<file path="config.mk">
export PLATFORM = sky130hd
export DESIGN_NAME = ttl_step_counter_flat
export DESIGN_NICKNAME = d
export VERILOG_FILES = /design/src/rtl/ttl_step_counter_pkg.sv /design/src/rtl/ttl_step_counter_if.sv /design/src/rtl/ttl74x161.sv /design/src/rtl/ttl_step_counter.sv /design/src/flat_wrapper.sv
export SDC_FILE = /design/constraint.sdc
export NUM_CORES = 1
export LEC_CHECK = 0
export ABC_AREA = 1
export CORE_MARGIN = 3
export CORE_UTILIZATION = 30
export CTS_BUF_LIST = sky130_fd_sc_hd__clkbuf_2
export CTS_CLUSTER_DIAMETER = 120
export DETAILED_ROUTE_END_ITERATION = 8
export GPL_TIMING_DRIVEN = 0
export PLACE_DENSITY = 0.67
export SYNTH_ARGS = -nofsm -noshare
export SYNTH_HDL_FRONTEND = slang
export SYNTH_SLANG_ARGS = --single-unit
</file>
<file path="constraint.sdc">
create_clock -name clk -period 1.5 [get_ports clk]
set_input_delay 0.3 -clock clk [delete_from_list [all_inputs] [get_ports clk]]
set_output_delay 0.3 -clock clk [all_outputs]
set_load 0.02 [all_outputs]
</file>
<file path="src/rtl/ttl_step_counter_pkg.sv">
// rtl/ttl_step_counter_pkg.sv - shared 74x-series cell constants and width helper
package ttl_step_counter_pkg;

   localparam int CELL_WIDTH = 4;
   localparam logic [CELL_WIDTH-1:0] CELL_ONES = {CELL_WIDTH{1'b1}};

   // Total counter width for a cascade of 4-bit cells.
   function automatic int counter_width(input int stages);
      return CELL_WIDTH * stages;
   endfunction

endpackage

</file>
<file path="src/rtl/ttl_step_counter_if.sv">
// rtl/ttl_step_counter_if.sv - control/data bundle between sequencer and step counter
interface ttl_step_counter_if
   import ttl_step_counter_pkg::*;
#(
   parameter int STAGES = 2
) ();

   localparam int W = counter_width(STAGES);

   logic              load_n;
   logic              enp;
   logic              ent;
   logic [W-1:0]      d;
   logic [W-1:0]      q;
   logic              rco;
   logic              sel_a;
   logic              sel_b;
   // Per-cell carry outputs, exposed so cascade carries are observable.
   logic [STAGES-1:0] stage_rco;

   modport master (
      output load_n, enp, ent, d,
      input  q, rco, sel_a, sel_b, stage_rco
   );

   modport slave (
      input  load_n, enp, ent, d,
      output q, rco, sel_a, sel_b, stage_rco
   );

endinterface

</file>
<file path="src/rtl/ttl74x161.sv">
// rtl/ttl74x161.sv - single 4-bit synchronous binary counter cell with async clear
module ttl74x161
   import ttl_step_counter_pkg::*;
(
   input  logic                  clk,
   input  logic                  clr_n,
   input  logic                  load_n,
   input  logic                  enp,
   input  logic                  ent,
   input  logic [CELL_WIDTH-1:0] d,
   output logic [CELL_WIDTH-1:0] q,
   output logic                  rco
);

   logic [CELL_WIDTH-1:0] q_q;
   logic [CELL_WIDTH-1:0] q_d;

   // Load beats counting and ignores both enables.
   always_comb begin
      q_d = q_q;
      if (!load_n) begin
         q_d = d;
      end else if (enp && ent) begin
         q_d = q_q + 1'b1;
      end
   end

   always_ff @(posedge clk or negedge clr_n) begin
      if (!clr_n) begin
         q_q <= '0;
      end else begin
         q_q <= q_d;
      end
   end

   assign q   = q_q;
   assign rco = ent && (q_q == CELL_ONES);

endmodule

</file>
<file path="src/rtl/ttl_step_counter.sv">
// rtl/ttl_step_counter.sv - cascaded 74x161 step counter driving 74x153 select lines
module ttl_step_counter
   import ttl_step_counter_pkg::*;
#(
   parameter int STAGES = 2
) (
   input  logic              clk,
   input  logic              clr_n,
   ttl_step_counter_if.slave bus
);

   localparam int W = counter_width(STAGES);

   logic [STAGES:0] ent_chain;
   logic [W-1:0]    q_w;

   assign ent_chain[0] = bus.ent;

   // Each cell's rco enables the next, so higher cells step only on lower carry.
   for (genvar k = 0; k < STAGES; k++) begin : gen_stage
      ttl74x161 u_cell (
         .clk    (clk),
         .clr_n  (clr_n),
         .load_n (bus.load_n),
         .enp    (bus.enp),
         .ent    (ent_chain[k]),
         .d      (bus.d[k*CELL_WIDTH +: CELL_WIDTH]),
         .q      (q_w[k*CELL_WIDTH +: CELL_WIDTH]),
         .rco    (ent_chain[k+1])
      );
   end

   assign bus.q         = q_w;
   assign bus.rco       = ent_chain[STAGES];
   assign bus.stage_rco = ent_chain[STAGES:1];
   assign bus.sel_a     = q_w[0];
   assign bus.sel_b     = q_w[1];

endmodule

</file>
<file path="src/flat_wrapper.sv">
// flat-port wrapper written by rule: the top's interface ports become plain ports
module ttl_step_counter_flat import ttl_step_counter_pkg::*;
#(
   parameter int STAGES = 2
)
  (clk, clr_n, bus_load_n, bus_enp, bus_ent, bus_d, bus_q, bus_rco, bus_sel_a, bus_sel_b, bus_stage_rco);
  ttl_step_counter_if #(.STAGES(STAGES)) bus_i ();
  input  logic clk;
  input  logic clr_n;
  input wire logic [$bits(bus_i.load_n)-1:0] bus_load_n;
  input wire logic [$bits(bus_i.enp)-1:0] bus_enp;
  input wire logic [$bits(bus_i.ent)-1:0] bus_ent;
  input wire logic [$bits(bus_i.d)-1:0] bus_d;
  output wire logic [$bits(bus_i.q)-1:0] bus_q;
  output wire logic [$bits(bus_i.rco)-1:0] bus_rco;
  output wire logic [$bits(bus_i.sel_a)-1:0] bus_sel_a;
  output wire logic [$bits(bus_i.sel_b)-1:0] bus_sel_b;
  output wire logic [$bits(bus_i.stage_rco)-1:0] bus_stage_rco;
  assign bus_i.load_n = bus_load_n;
  assign bus_i.enp = bus_enp;
  assign bus_i.ent = bus_ent;
  assign bus_i.d = bus_d;
  assign bus_q = bus_i.q;
  assign bus_rco = bus_i.rco;
  assign bus_sel_a = bus_i.sel_a;
  assign bus_sel_b = bus_i.sel_b;
  assign bus_stage_rco = bus_i.stage_rco;
  ttl_step_counter #(.STAGES(STAGES)) u_core (.clk(clk), .clr_n(clr_n), .bus(bus_i));
endmodule
</file>
* Word-level counts from Yosys, hierarchy flattened
Cells that the tools add are included.
** Word-level totals
- Logic and storage cells :: 16
- Input bits :: 13
- Register bits after elaboration :: 8
** Operators by class
- Multiplexer cells :: 4
- Add/subtract/negate cells :: 2
- Equality and inequality tests :: 4
- Reductions and logical operators :: 4
** Operators by type and width (number)
- 4-bit two-way mux :: 4
- 4-bit by 1-bit adder with 4-bit output (second input constant) :: 2
- 4-bit equality test (second input constant) :: 2
- 1-bit logical AND :: 4
- 2-bit by 1-bit inequality test with 1-bit output (second input constant) :: 2

* Longest topological paths before layout
- Depth after elaboration :: 5
- Mapped depth :: 7

* By module
Synthesis repeated with hierarchy kept, for this count alone.
** Unflattened totals
- Cells, all modules :: 81
- Area total of the unflattened synthesis :: 553.0 µm²
** Modules (own cells, without submodules)
- ttl74x161 :: seq. area each 100.1 µm², cells an instance 39, area an instance 265.3 µm², instances 2
- ttl_step_counter :: seq. area each 0.0 µm², cells an instance 3, area an instance 22.5 µm², instances 1

* Worst setup path after synthesis
Ideal clock, no wire load.
- Path type :: reg-to-output
- From :: reg u_core.gen_stage[0].u_cell.q_q[0]
- To :: out bus_stage_rco[1]
- Stages on the path, launching flop included :: 5
- Arrival time :: 1630 ps
- Buffers on the path :: 1
- Path slack :: -430 ps
- Cells stage by stage :: dfrtp_1 > ha_1 > nand2_2 > nor3_1 > buf_4
** On the way
- Cells in the longest elaborated chain, start to end :: 3
** RTL lines
- start: declaration :: RTL line ttl74x161.sv:15 : logic [CELL_WIDTH-1:0] q_q;
- start signal: assignment :: RTL line ttl74x161.sv:32 : q_q <= q_d;
- 4-bit equality test :: RTL line ttl74x161.sv:37 : assign rco = ent && (q_q == CELL_ONES);
- 1-bit logical AND (2 in a row) :: RTL line ttl74x161.sv:37
- end: declaration :: RTL line flat_wrapper.sv:18 : output wire logic [$bits(bus_i.stage_rco)-1:0] bus_stage_rco;
No other way between the ends.

* Final worst setup path
- From :: reg u_core.gen_stage[1].u_cell.q_q[1]
- To :: out bus_stage_rco[1]
** On the way
- Cells in the longest elaborated chain, start to end :: 2
** RTL lines (RTL line)
- start: declaration :: ttl74x161.sv:15
- start signal: assignment :: ttl74x161.sv:32
- 4-bit equality test :: ttl74x161.sv:37
- 1-bit logical AND :: ttl74x161.sv:37
No other way between the ends.

==> results.cfg <==
[placement]
place.port_buffers = 25
dpl.hpwl_um = 1100
globalplace.congestion = 0.768
place_inst = 127

[route]
drtPass1Iterations = 4
first_iter_violations = 8
via_per_inst = 4.65
routed_wl_um = 1530
drcViolationCount = 0
routedWlPerCell_um = 11.1
vias = 642
drtAntennaViolNets = 0

[die]
die_area_um2 = 2430
num_rows = 15
io_pins = 26
initial_utilization_pct = 32.3
die_h_um = 49.3
core_um2 = 1750
die_w_um = 49.3

[power_and_ir_drop]
peakVddDrop_mv = 0.468
p_leak_nw = 0.493
powerDensity_nw_per_um2 = 813

[clock_tree]
clk_pin_slew_ns = 0.10
clk_path_buf_depth = 2
cts_made_buffers = 3
root_buffer = clkbuf_2
cts.sinks = 8
htreeDepth = 1
hold_buffers = 0
cts_tree = yes
clk_latency_ns = 0.25

[synthesis]
synthAdderAreaFrac_pct = 4.44
yosysWarnings = 0
ys_seq_elements = 8
syn-mean-instance-area_um2 = 7.31
synth_top_family_by_area = simple AND/OR/NAND/NOR gates
yosysUniqueCellTypes = 21
yosys-top-cells-area = dfrtp_1, nand2_1, nand3_1
synth_top_area_cell = dfrtp_1
syn_nets = 92
yosysTopAreaCellShare_pct = 35.6
yosys.area_share.simple_pct = 44.2
syn_inst = 77
synth-compound-area-share_pct = 4.22
synth-xor-area-share_pct = 1.56
synth_mux_area_share_pct = 0
synth_area_um2 = 563
ys_seq_area_share_pct = 35.6

[sta]
rsz0062_at_grt = yes
fmax_mhz = 627
finalHoldViolCount = 0
period_needed_ns = 1.60
min_period_over_period_pct = 106
whs_ns = 0.330
worst_pin_slew_ns = 0.402
worst_slack_ns = -0.0957
setup_viol = 3
fin_skew_ns = 0.0103
final.setup.tns_ns = -0.167
slew_headroom_pct = 73.1
final_max_slew_viol_count = 0

[critical_path]
cp_data_arrival_time_ns = 1.30
worst_setup_path_end_kind = output pin
path_max_fanout = 2
path_cells = ha_4 > nand3_4 > nor3_4 > buf_6 > buf_6
crit_top_cell = buf_6
worst-setup-path-type = reg2out
start_kind = register
worstPathRequired_ns = 1.20
slowest_delay_ns = 0.40
critPathSlowestCell = dfrtp_2

[global_routing]
grt_max_degree = 11
overflow = 0
grt_pass1_wl_um = 2460
antenna_found_initial = 0
grt_pass1_vias = 558
grt_usage_pct = 13.1

[outcome]
failed_checks = negative setup slack
status = complete, but fails checks

[final_layout]
drive_above_1_share_pct = 32.7
diodes = 0
largest_register_ffs = 8
syn2layout_area_growth_pct = 71.8
num-fill-cells = 168
layout.nets = 129
instances_no_fill = 138

[flow_run]
maxCapViolCount = 0

[worst_hold_path]
hp-class = in2async
[layout make-up]
cell class	instances	area, µm²	share of cell area (%)
Buffer	5	48.8	5.05
Clock buffer	4	20.0	2.07
Inverter	4	15.0	1.55
Multi-Input combinational cell	60	360	37.3
Sequential cell	8	205	21.2
Tap cell	25	31.3	3.23
Timing Repair Buffer	32	287	29.6
[synth_stat cells, drive strengths merged]
cell type,n
nand2,34
nand3,9
dfrtp,8
nor2,6
buf,5
inv,4
ha,2
nand4,2
o21ai,2
a31oi,1
nor3,1
o211ai,1
or2,1
xor2,1
[report_power, final]
part / internal, W / total (W) / switching, W
clock: 0.0000708 / 0.000157 / 0.0000864
sequential: 0.000249 / 0.000293 / 0.0000445
combinational: 0.000167 / 0.000336 / 0.000169
total: 0.000487 / 0.000787 / 0.000300
[per-stage QoR]
| step | setup WS, ns | util, % | instance area, µm² | power [W] |
|---|---|---|---|---|
| finish | -0.0957 | 55.4 | 967 | 0.000787 |
| global route | -0.203 | 55.4 | 967 | 0.000834 |
| CTS | -0.112 | 54.4 | 950 | 0.000777 |
| detailed placement | -0.622 | 49.5 | 865 | 0.000593 |
| global placement | -0.612 | 49.5 | 865 | 0.000589 |
| floorplan | 0.00254 | - | 583 | 0.000452 |
[cell families after synthesis]
family / count (synthesis)
simple gates: 53
xor+xnor: 1
flops: 8
buf+inv: 9
compound gates: 4
fa+ha+maj: 2
[final timing paths]
check / from / end / slack (ns) / cells past startpoint
max in group asynchronous: clr_n / u_core.gen_stage[1].u_cell.q[0]$_DFFE_PN0P_ / 0.87 / 1
hold / removal: clr_n / u_core.gen_stage[0].u_cell.q[0]$_DFFE_PN0P_ / 0.33 / 1
setup reg to reg: u_core.gen_stage[1].u_cell.q[1]$_DFFE_PN0P_ / u_core.gen_stage[1].u_cell.q[2]$_DFFE_PN0P_ / 0.32 / 7
setup / recovery: u_core.gen_stage[1].u_cell.q[1]$_DFFE_PN0P_ / bus_stage_rco[1] / -0.1 / 5
min in group clk: u_core.gen_stage[0].u_cell.q[3]$_DFFE_PN0P_ / u_core.gen_stage[0].u_cell.q[3]$_DFFE_PN0P_ / 0.60 / 2
hold reg to reg: u_core.gen_stage[0].u_cell.q[3]$_DFFE_PN0P_ / u_core.gen_stage[0].u_cell.q[3]$_DFFE_PN0P_ / 0.60 / 2
[worst max-delay path: cells and delay by family (launching register included)]
kind | cells | cell delay (ns)
adders and majority gates | 1 | 0.16
buffers and inverters | 2 | 0.22
and+or+nand+nor | 2 | 0.27
DFF | 1 | 0.40
[cell usage in the layout, fill, tap and decap left out, drive strengths merged, types with 2 or more instances in the layout]
master | synthesis | final
nand4 | 2 | 2
buf | 5 | 17
o21ai | 2 | 2
clkdlybuf4s50 | 0 | 11
dlygate4sd2 | 0 | 5
dfrtp | 8 | 8
clkbuf | 0 | 4
inv | 4 | 4
ha | 2 | 2
nand3 | 9 | 9
clkdlybuf4s15 | 0 | 4
nand2 | 34 | 34
nor2 | 6 | 6
[timing repair]
action                                  in CTS  in global routing
hold endpoints to repair                     0                  0
setup buffers                                6                  1
pin swaps                                    1                  2
endpoints found under the setup margin      13                  7
gates resized for setup                     38                  8
[routing by layer]
layer | up-vias | track usage, % | share of wire (%)
met4 | 0 | 1.42 | 0
met3 | 0 | 6.73 | 6.1
met2 | 18 | 20.8 | 52
li1 | 320 | - | -
met1 | 304 | 16.3 | 42
met5 | - | 0 | 0
Note: power is estimated with default switching activity, not from simulation.
